--- config.mk ---
export PLATFORM = sky130hd
export DESIGN_NAME = dram_lsu
export DESIGN_NICKNAME = d
export VERILOG_FILES = /design/src/rtl/dram_lsu.sv
export SDC_FILE = /design/constraint.sdc
export NUM_CORES = 1
export LEC_CHECK = 0
export ABC_AREA = 1
export CORE_UTILIZATION = 30
export CTS_CLUSTER_DIAMETER = 50
export DETAILED_ROUTE_END_ITERATION = 12
export PLACE_DENSITY = 0.63
export REMOVE_ABC_BUFFERS = 1
export SLEW_MARGIN = 10
export SYNTH_ARGS = -nofsm -noshare
export SYNTH_HDL_FRONTEND = slang
export SYNTH_SLANG_ARGS = --single-unit
--- constraint.sdc ---
create_clock -name clk -period 2.9 [get_ports clk]
set_input_delay 0.87 -clock clk [delete_from_list [all_inputs] [get_ports clk]]
set_output_delay 0.87 -clock clk [all_outputs]
set_load 0.01 [all_outputs]
--- src/rtl/dram_lsu.sv ---
// MEM-stage load/store initiator for a word-wide DRAM with one-edge read latency.
// Sub-word stores are read-modify-write; loads are lane-selected and sign/zero-extended.
module dram_lsu #(
    parameter int ADDR_WIDTH = 32,
    parameter int DATA_WIDTH = 32,
    parameter bit BIG_ENDIAN = 1'b0
) (
    input  logic                  clk,
    input  logic                  rst,
    input  logic                  req_i,
    input  logic                  we_i,
    input  logic [1:0]            size_i,
    input  logic                  sext_i,
    input  logic [ADDR_WIDTH-1:0] addr_i,
    input  logic [DATA_WIDTH-1:0] wdata_i,
    output logic                  ready_o,
    output logic                  done_o,
    output logic                  err_o,
    output logic [DATA_WIDTH-1:0] rdata_o,
    output logic [ADDR_WIDTH-1:0] mem_addr_o,
    output logic [DATA_WIDTH-1:0] mem_wdata_o,
    output logic                  mem_cs_o,
    output logic                  mem_we_o,
    input  logic [DATA_WIDTH-1:0] mem_rdata_i
);

    localparam logic [1:0] SZ_BYTE = 2'b00;
    localparam logic [1:0] SZ_HALF = 2'b01;
    localparam logic [1:0] SZ_WORD = 2'b10;
    localparam logic [1:0] SZ_BAD  = 2'b11;

    localparam logic [DATA_WIDTH-1:0] BYTE_MASK = {{(DATA_WIDTH-8){1'b0}}, 8'hFF};
    localparam logic [DATA_WIDTH-1:0] HALF_MASK = {{(DATA_WIDTH-16){1'b0}}, 16'hFFFF};

    typedef enum logic [2:0] {S_IDLE, S_RD, S_CAP, S_WR, S_ERR} state_t;

    state_t                state_q,     state_d;
    logic                  ready_q,     ready_d;
    logic                  done_q,      done_d;
    logic                  err_q,       err_d;
    logic [DATA_WIDTH-1:0] rdata_q,     rdata_d;
    logic [ADDR_WIDTH-1:0] mem_addr_q,  mem_addr_d;
    logic [DATA_WIDTH-1:0] mem_wdata_q, mem_wdata_d;
    logic                  mem_cs_q,    mem_cs_d;
    logic                  mem_we_q,    mem_we_d;

    // Latched request; the word address itself lives in mem_addr_q.
    logic [1:0]            off_q,   off_d;
    logic [1:0]            size_q,  size_d;
    logic                  sext_q,  sext_d;
    logic                  store_q, store_d;
    logic [DATA_WIDTH-1:0] wdata_q, wdata_d;

    logic                  illegal_req;
    logic [1:0]            lane;
    logic [4:0]            shift;
    logic [DATA_WIDTH-1:0] lane_word;
    logic [DATA_WIDTH-1:0] lane_mask;
    logic [DATA_WIDTH-1:0] load_ext;
    logic [DATA_WIDTH-1:0] merged;

    // Datapath: lane position, extracted load value and RMW merge word.
    always_comb begin
        illegal_req = (size_i == SZ_BAD)
                   || (size_i == SZ_HALF && addr_i[0])
                   || (size_i == SZ_WORD && addr_i[1:0] != 2'b00);

        lane = off_q;
        if (BIG_ENDIAN) begin
            case (size_q)
                SZ_BYTE: lane = 2'd3 - off_q;
                SZ_HALF: lane = 2'd2 - off_q;
                default: lane = 2'd0;
            endcase
        end
        shift = {lane, 3'b000};

        lane_word = mem_rdata_i >> shift;
        case (size_q)
            SZ_BYTE: load_ext = {{(DATA_WIDTH-8){sext_q & lane_word[7]}}, lane_word[7:0]};
            SZ_HALF: load_ext = {{(DATA_WIDTH-16){sext_q & lane_word[15]}}, lane_word[15:0]};
            default: load_ext = lane_word;
        endcase

        lane_mask = ((size_q == SZ_BYTE) ? BYTE_MASK : HALF_MASK) << shift;
        merged    = (mem_rdata_i & ~lane_mask) | ((wdata_q << shift) & lane_mask);
    end

    // NOTE: every _d gets a hold/default value before the case, so no latches are inferred.
    always_comb begin
        state_d     = state_q;
        done_d      = 1'b0;
        err_d       = 1'b0;
        rdata_d     = rdata_q;
        mem_addr_d  = mem_addr_q;
        mem_wdata_d = mem_wdata_q;
        mem_cs_d    = mem_cs_q;
        mem_we_d    = mem_we_q;
        off_d       = off_q;
        size_d      = size_q;
        sext_d      = sext_q;
        store_d     = store_q;
        wdata_d     = wdata_q;

        case (state_q)
            S_IDLE: begin
                if (req_i) begin
                    off_d   = addr_i[1:0];
                    size_d  = size_i;
                    sext_d  = sext_i;
                    store_d = we_i;
                    wdata_d = wdata_i;
                    if (illegal_req) begin
                        state_d = S_ERR;
                    end else if (we_i && size_i == SZ_WORD) begin
                        state_d     = S_WR;
                        mem_addr_d  = {addr_i[ADDR_WIDTH-1:2], 2'b00};
                        mem_wdata_d = wdata_i;
                        mem_we_d    = 1'b1;
                    end else begin
                        state_d    = S_RD;
                        mem_addr_d = {addr_i[ADDR_WIDTH-1:2], 2'b00};
                        mem_cs_d   = 1'b1;
                    end
                end
            end
            S_RD: begin
                state_d = S_CAP;
            end
            S_CAP: begin
                mem_cs_d = 1'b0;
                if (store_q) begin
                    state_d     = S_WR;
                    mem_wdata_d = merged;
                    mem_we_d    = 1'b1;
                end else begin
                    state_d = S_IDLE;
                    rdata_d = load_ext;
                    done_d  = 1'b1;
                end
            end
            S_WR: begin
                state_d  = S_IDLE;
                mem_we_d = 1'b0;
                done_d   = 1'b1;
            end
            S_ERR: begin
                state_d = S_IDLE;
                done_d  = 1'b1;
                err_d   = 1'b1;
            end
            default: begin
                state_d = S_IDLE;
            end
        endcase

        ready_d = (state_d == S_IDLE);
    end

    // NOTE: sequential state uses non-blocking assignments so all registers update together.
    always_ff @(posedge clk) begin
        if (rst) begin
            state_q     <= S_IDLE;
            ready_q     <= 1'b1;
            done_q      <= 1'b0;
            err_q       <= 1'b0;
            rdata_q     <= '0;
            mem_addr_q  <= '0;
            mem_wdata_q <= '0;
            mem_cs_q    <= 1'b0;
            mem_we_q    <= 1'b0;
            off_q       <= '0;
            size_q      <= '0;
            sext_q      <= 1'b0;
            store_q     <= 1'b0;
            wdata_q     <= '0;
        end else begin
            state_q     <= state_d;
            ready_q     <= ready_d;
            done_q      <= done_d;
            err_q       <= err_d;
            rdata_q     <= rdata_d;
            mem_addr_q  <= mem_addr_d;
            mem_wdata_q <= mem_wdata_d;
            mem_cs_q    <= mem_cs_d;
            mem_we_q    <= mem_we_d;
            off_q       <= off_d;
            size_q      <= size_d;
            sext_q      <= sext_d;
            store_q     <= store_d;
            wdata_q     <= wdata_d;
        end
    end

    assign ready_o     = ready_q;
    assign done_o      = done_q;
    assign err_o       = err_q;
    assign rdata_o     = rdata_q;
    assign mem_addr_o  = mem_addr_q;
    assign mem_wdata_o = mem_wdata_q;
    assign mem_cs_o    = mem_cs_q;
    assign mem_we_o    = mem_we_q;

endmodule

==> results of run 1 <==
-- power by group through the flow --
stage	sequential (mW)	combinational, mW	clock (mW)
global placement	2.04	1.14	0
floorplan	2.10	0.542	0
detailed placement	2.05	1.14	0
finish	2.01	1.14	2.31
CTS	2.01	1.15	2.35
global route	2.02	1.28	2.43
-- sequential cells by signal, indices dropped and copies added, names as in the netlist --
| signal | flops |
|---|---|
| mem_wdata_o | 32 |
| rdata_o | 32 |
| mem_addr_o | 30 |
| wdata_q | 24 |
| state_q | 3 |
| lane | 2 |
| size_q | 2 |
| done_o | 1 |
| err_o | 1 |
| mem_cs_o | 1 |
| mem_we_o | 1 |
| ready_o | 1 |
| sext_q | 1 |
| store_q | 1 |
-- layout make-up --
cell class	instances	area [µm²]	share of cell area, %
multi-input cells	760	3411	35.28
inverters	122	459.2	4.750
clock buffers	20	456.7	4.724
repair buffers	220	2180	22.54
well taps	280	350.3	3.624
clock inverters	12	167.7	1.734
flip-flops and latches	132	2644	27.35
-- per-stage QoR --
step | instances | TNS [ps] | instance area (µm²) | utilization (%)
after CTS | 1546 | 0 | 9668 | 43.76
after detailed placement | 1514 | 0 | 9044 | 40.93
after global routing | 1546 | 0 | 9668 | 43.76
after floorplan | 1014 | -4585 | 6511 | -
after global placement | 1514 | 0 | 9044 | 40.93
final | 1546 | 0 | 9668 | 43.76
-- worst max-delay path by stage --
stage	endpoint	slack (ps)	cells past startpoint
2_1_floorplan	rdata_o[0]	-130	3
3_3_place_gp	rdata_o[27]	280	9
3_5_place_dp	rdata_o[25]	250	9
4_1_cts	rdata_o[5]	640	1
5_1_grt	rdata_o[17]	550	9
6_report	mem_wdata_o[3]	670	1
-- cell families (layout without fill, tap and decap cells) --
group                  after synthesis  after routing
AO/OA/AOI/OAI                      188            188
other                                1              2
buffers and inverters              194            374
AND/OR/NAND/NOR                    570            570
flip-flops                         132            132
-- routing by layer --
| metal | vias to the layer above | routed length [µm] | track usage, % |
|---|---|---|---|
| li1 | 3744 | - | - |
| met1 | 3197 | 10500 | 25.32 |
| met2 | 261 | 10250 | 32.20 |
| met3 | 26 | 1974 | 7.031 |
| met4 | 6 | 270 | 5.339 |
| met5 | - | 44 | 0 |
-- placed cells by master (no fill, tap or decap), types with 2 or more instances in the layout --
cell type,synthesis,final
o21ai_0,89,89
buf_12,0,2
inv_1,115,115
a31oi_1,2,2
a21oi_1,48,48
clkbuf_8,0,2
conb_1,1,2
nor2_4,3,3
buf_4,3,17
clkdlybuf4s50_1,0,201
nor2_1,168,168
inv_6,0,5
o211ai_1,15,15
bufinv_16,0,3
clkbuf_16,0,17
clkinvlp_4,0,3
o21a_1,23,23
nand3_1,107,107
a21boi_0,8,8
dfxtp_1,132,131
nand2_1,286,286
inv_2,6,6
nand2_2,3,3
==> run_results.csv, run 1 <==
group,metric,value,unit
timing,setup_ws,674.0,ps
drt,via_count,7234,
setup_path,max_stage_delay,560,ps
drt,avgViaCountPerCell,4.679,
pwr,p_leak,4.423,nW
drt,drc,0,
global_routing,grt_max_degree,70,
die,rows,54,
logic_synthesis,synth_compound_area_share,15.75,%
clock_tree,cts_root_buffer,"clkbuf_16",
worst_hold_path,holdPathStages,2,
pwr,total_power,5.459,mW
global_routing,antenna_found_initial,3,
die,die_h,153,µm
logic_synthesis,synth-edff-count,0,
setup_path,required,2030,ps
setup_path,crit_start,"mem_wdata_o[3]",
clock_tree,h-tree-depth,4,
die,die_area,23410,µm²
setup_path,r2r_end,"rdata_o[10]",
clock_tree,cts_buffers,17,
final_layout,n_antenna_cell,0,
die,initial_core_util,30.96,%
worst_hold_path,hp-class,"flip-flop to flip-flop",
setup_path,path_max_fanout,2,
timing,hold_slack,456.1,ps
setup_path,path_cells,"clkdlybuf4s50_1",
logic_synthesis,ys_top_cells_by_count,"nand2_1 (286), nor2_1 (168), dfxtp_1 (132)",
setup_path,crit_type,"flip-flop to primary output",
clock_tree,cts_setup_buffers,0,
setup_path,slowest_stage,"clkdlybuf4s50_1",
clock_tree,insertion_delay,430,ps
placed_design,dp_hpwl,16440,µm
timing,fin_skew,11.17,ps
logic_synthesis,yosys.area_share.simple,34.00,%
logic_synthesis,ys_async_sr_fraction,0,%
logic_synthesis,synth_area,6840,µm²
logic_synthesis,synthMuxAreaShare,0,%
timing,slew_headroom,56.86,%
logic_synthesis,synthFlopType,"dfxtp_1",
setup_path,crit_path_start_kind,"flip-flop",
setup_path,crit_family,"buffers and inverters",
logic_synthesis,synth_top_family_by_area,"simple AND/OR/NAND/NOR gates",
drt,drtIter0Drc,504,
setup_path,crit_arrival,1360,ps
timing,setup_viol_count_final,0,
logic_synthesis,ys_seq_elements,132,
pwr,swShare,29.42,%
timing,tightest_slew,645.4,ps
logic_synthesis,synth.distinct_cells,27,
global_routing,gr-usage-all-layers,20.02,%
die,die_x,153,µm
clock_tree,cts.path.max_buffers,2,
setup_path,timing.rr.start,"lane[0]",
drt,first_pass_iters,5,
timing,slew_viol_final,0,
timing,min_period,2226,ps
pwr,ir_drop,0.4028,mV
placed_design,pre_cts_slack,253.8,ps
logic_synthesis,yosysWarnings,0,
logic_synthesis,synthTopCellsByArea,"dfxtp_1 (39%), nand2_1 (16%), nor2_1 (9.2%)",
logic_synthesis,syn_avg_cell_area,6.304,µm²
pwr,p_int,3.853,mW
global_routing,grt_pass1_wl,36680,µm
logic_synthesis,synth_top_area_share,38.63,%
logic_synthesis,synthAdderAreaFrac,0,%
final_layout,layout.nets,1356,
final_layout,layout-drive-gt1-share,5.450,%
timing,max_freq,449.2,MHz
timing,timing.final.crit_share,76.76,%
worst_hold_path,whs_endpoint,"wdata_q[21]",
pwr,p_comb_share,21.0,%
worst_hold_path,hp-start,"wdata_q[21]",
placed_design,io_buffer_count,201,
timing,rsz0062_at_grt,"false",
clock_tree,cts_resized,0,
pwr,p_seq_share,36.7,%
job,drv_cap,0,
placed_design,gp_congestion,0.8895,
timing,finalHoldViolations,0,
final_layout,n_fill_cell,2275,
pwr,pwr-share-clk,42.3,%
logic_synthesis,synth-xor-area-share,0,%
drt,routed_wl,23040,µm
drt,routedWlPerCell,14.91,µm
die,ioPinCount,204,
logic_synthesis,ys_seq_area_share,38.63,%
pwr,power_density,564.7,nW/µm²
global_routing,grt_pass1_vias,6890,
clock_tree,cts_num_sinks,132,
logic_synthesis,synth_top_area_cell,"dfxtp_1",
pwr,p_sw,1.606,mW
status,status,"complete, no violations",
clock_tree,clk_pin_slew,60,ps
global_routing,overflow,0,
clock_tree,cts_tree,"done",
setup_path,rrSetupSlack,870,ps
final_layout,syn2layout_area_growth,41.34,%
setup_path,end_kind,"primary output",
logic_synthesis,synth_most_common_cell,"nand2_1",
setup_path,worst-path-buf-inv,1,
setup_path,reg2reg_depth,7,
die,core_area,22090,µm²
drt,ant_nets,0,
clock_tree,cts_hold_buf,0,
logic_synthesis,synthCells,1085,
No activity file was read; power rests on OpenSTA's default activity.
==> inputs of run 2 (changes only) <==
--- a/config.mk
+++ b/config.mk
@@ -9,7 +9,7 @@
 export CORE_UTILIZATION = 30
 export CTS_CLUSTER_DIAMETER = 50
 export DETAILED_ROUTE_END_ITERATION = 12
-export PLACE_DENSITY = 0.63
+export PLACE_DENSITY = 0.65
 export REMOVE_ABC_BUFFERS = 1
 export SLEW_MARGIN = 10
 export SYNTH_ARGS = -nofsm -noshare
==> constraint.sdc (replaced) <==
create_clock -name clk -period 1.85 [get_ports clk]
set_input_delay 0.555 -clock clk [delete_from_list [all_inputs] [get_ports clk]]
set_output_delay 0.555 -clock clk [all_outputs]
set_load 0.01 [all_outputs]
==> run_results.csv, run 2 (synthesis gave the netlist of run 1 again) <==
group,metric,value,unit
clock_tree,cts_root_buffer,"clkbuf_16",
setup_path,path_cells,"clkdlybuf4s50_1, nand2_1, nand2_1, nand2_1, nor2_2, nor2_4, nand2_4, clkbuf_16, nand2_1, nand2_1, nor2_1",
die,die_area,23410,µm²
die,die_x,153,µm
clock_tree,cts_buffers,17,
global_routing,grt_pass1_vias,7119,
clock_tree,cts_hold_buf,0,
die,core_area,22090,µm²
drt,route.met3.wl,2433,µm
setup_path,max_stage_delay,540,ps
pwr,power_density,869.7,nW/µm²
timing,max_freq,590.0,MHz
final_layout,final_common_cell,"nand2_1",
placed_design,dp_hpwl,17080,µm
global_routing,gr-usage-all-layers,20.35,%
setup_path,cp_common_cell,"nand2_1",
timing,min_period,1695,ps
final_layout,layout_common_cells,"nand2_1 (286), nor2_1 (166), dfxtp_1 (131)",
final_layout,layout-drive-gt1-share,7.941,%
setup_path,crit_path_start_kind,"input port",
clock_tree,clk_pin_slew,60,ps
global_routing,grt_pass1_wl,37450,µm
clock_tree,cts_num_sinks,132,
status,status,"complete, no violations",
timing,setup_ws,155.1,ps
placed_design,io_buffer_count,201,
drt,top_layer,"met5",
job,drv_cap,0,
setup_path,required,2170,ps
drt,first_pass_iters,5,
setup_path,slowest_stage,"clkdlybuf4s50_1",
final_layout,utilization,44.81,%
drt,avgViaCountPerCell,4.701,
pwr,total_power,8.610,mW
global_routing,antenna_found_initial,2,
die,initial_core_util,30.96,%
final_layout,fin_cells,1577,
worst_hold_path,hp-class,"flip-flop to flip-flop",
timing,hold_slack,450.6,ps
setup_path,worst-path-buf-inv,2,
global_routing,overflow,0,
final_layout,n_antenna_cell,0,
placed_design,post_dp_cell_area,9356,µm²
die,rows,54,
global_routing,grt_max_degree,56,
drt,route.layer.met1.wl,9970,µm
timing,finalHoldViolations,0,
final_layout,layout.nets,1387,
setup_path,path_max_fanout,19,
die,die_h,153,µm
drt,drc,0,
die,ioPinCount,204,
drt,drtIter0Drc,441,
clock_tree,cts.path.max_buffers,2,
placed_design,gp_congestion,0.8476,
clock_tree,h-tree-depth,4,
timing,rsz0062_at_grt,"false",
clock_tree,cts_setup_buffers,0,
setup_path,end_kind,"flip-flop",
timing,slew_viol_final,0,
setup_path,crit_type,"input port to flip-flop",
setup_path,crit_family,"buffers and inverters",
setup_path,crit_arrival,2010,ps
final_layout,syn2layout_area_growth,44.74,%
clock_tree,insertion_delay,430,ps
drt,via_count,7413,
timing,fin_skew,7.732,ps
drt,ant_nets,0,
timing,tns,0,ps
drt,wl_met2,10850,µm
timing,setup_viol_count_final,0,
clock_tree,cts_tree,"done",
placed_design,pre_cts_slack,-301.9,ps
drt,routedWlPerCell,14.96,µm
pwr,p_leak,5.062,nW
final_layout,design_area,9901,µm²
drt,routed_wl,23590,µm
placed_design,place_inst,1544,
timing,timing.final.crit_share,91.62,%
pwr,ir_drop,0.6559,mV
-- run 2: cell count changes in the layout (fill, tap and decap cells not counted), moves of 3 or more --
cell / delta
clkdlybuf4s50_1: -99
dlygate4sd2_1: +99
buf_4: +22
buf_12: +7
clkinv_4: +4
clkinv_2: +3
-- run 2: routing by layer --
metal / vias up / global-route usage (%)
met3: 28 / 7.428
met5: - / 0
met1: 3293 / 24.56
met4: 4 / 5.291
met2: 284 / 34.05
li1: 3804 / -
-- run 2: final timing paths --
kind	startpoint	slack, ps	endpoint	depth (start not counted)
min reg2reg	wdata_q[19]	450	wdata_q[19]	2
max reg2reg	lane[1]	260	mem_wdata_o[20]	9
min	wdata_q[19]	450	wdata_q[19]	2
max	size_i[0]	160	mem_wdata_o[21]	11
-- run 2: report_power, final --
part           switching, mW  leakage (nW)  internal [mW]
clock                   1.37         0.308           2.27
sequential            0.0994          1.08           3.04
combinational           1.05          3.67          0.781
-- run 2: final cells by class --
| class | instances | area [µm²] |
|---|---|---|
| clock inverter | 15 | 203.9 |
| timing repair buffer | 251 | 2397 |
| multi-input combinational | 760 | 3421 |
| inverter | 122 | 459.2 |
| sequential | 132 | 2644 |
| fill | 2304 | 12190 |
| clock buffer | 17 | 425.4 |
| tap | 280 | 350.3 |
-- run 2: worst min-delay path, stage by stage, from the launching register on --
cell and delay, ps:
dfxtp_1 300, inv_1 60, a21oi_1 50
-- run 2: repair_timing --
item	CTS	global route
pin swaps	0	1
gates resized for setup	99	4
endpoints found under the setup margin	99	18
cloned	0	1
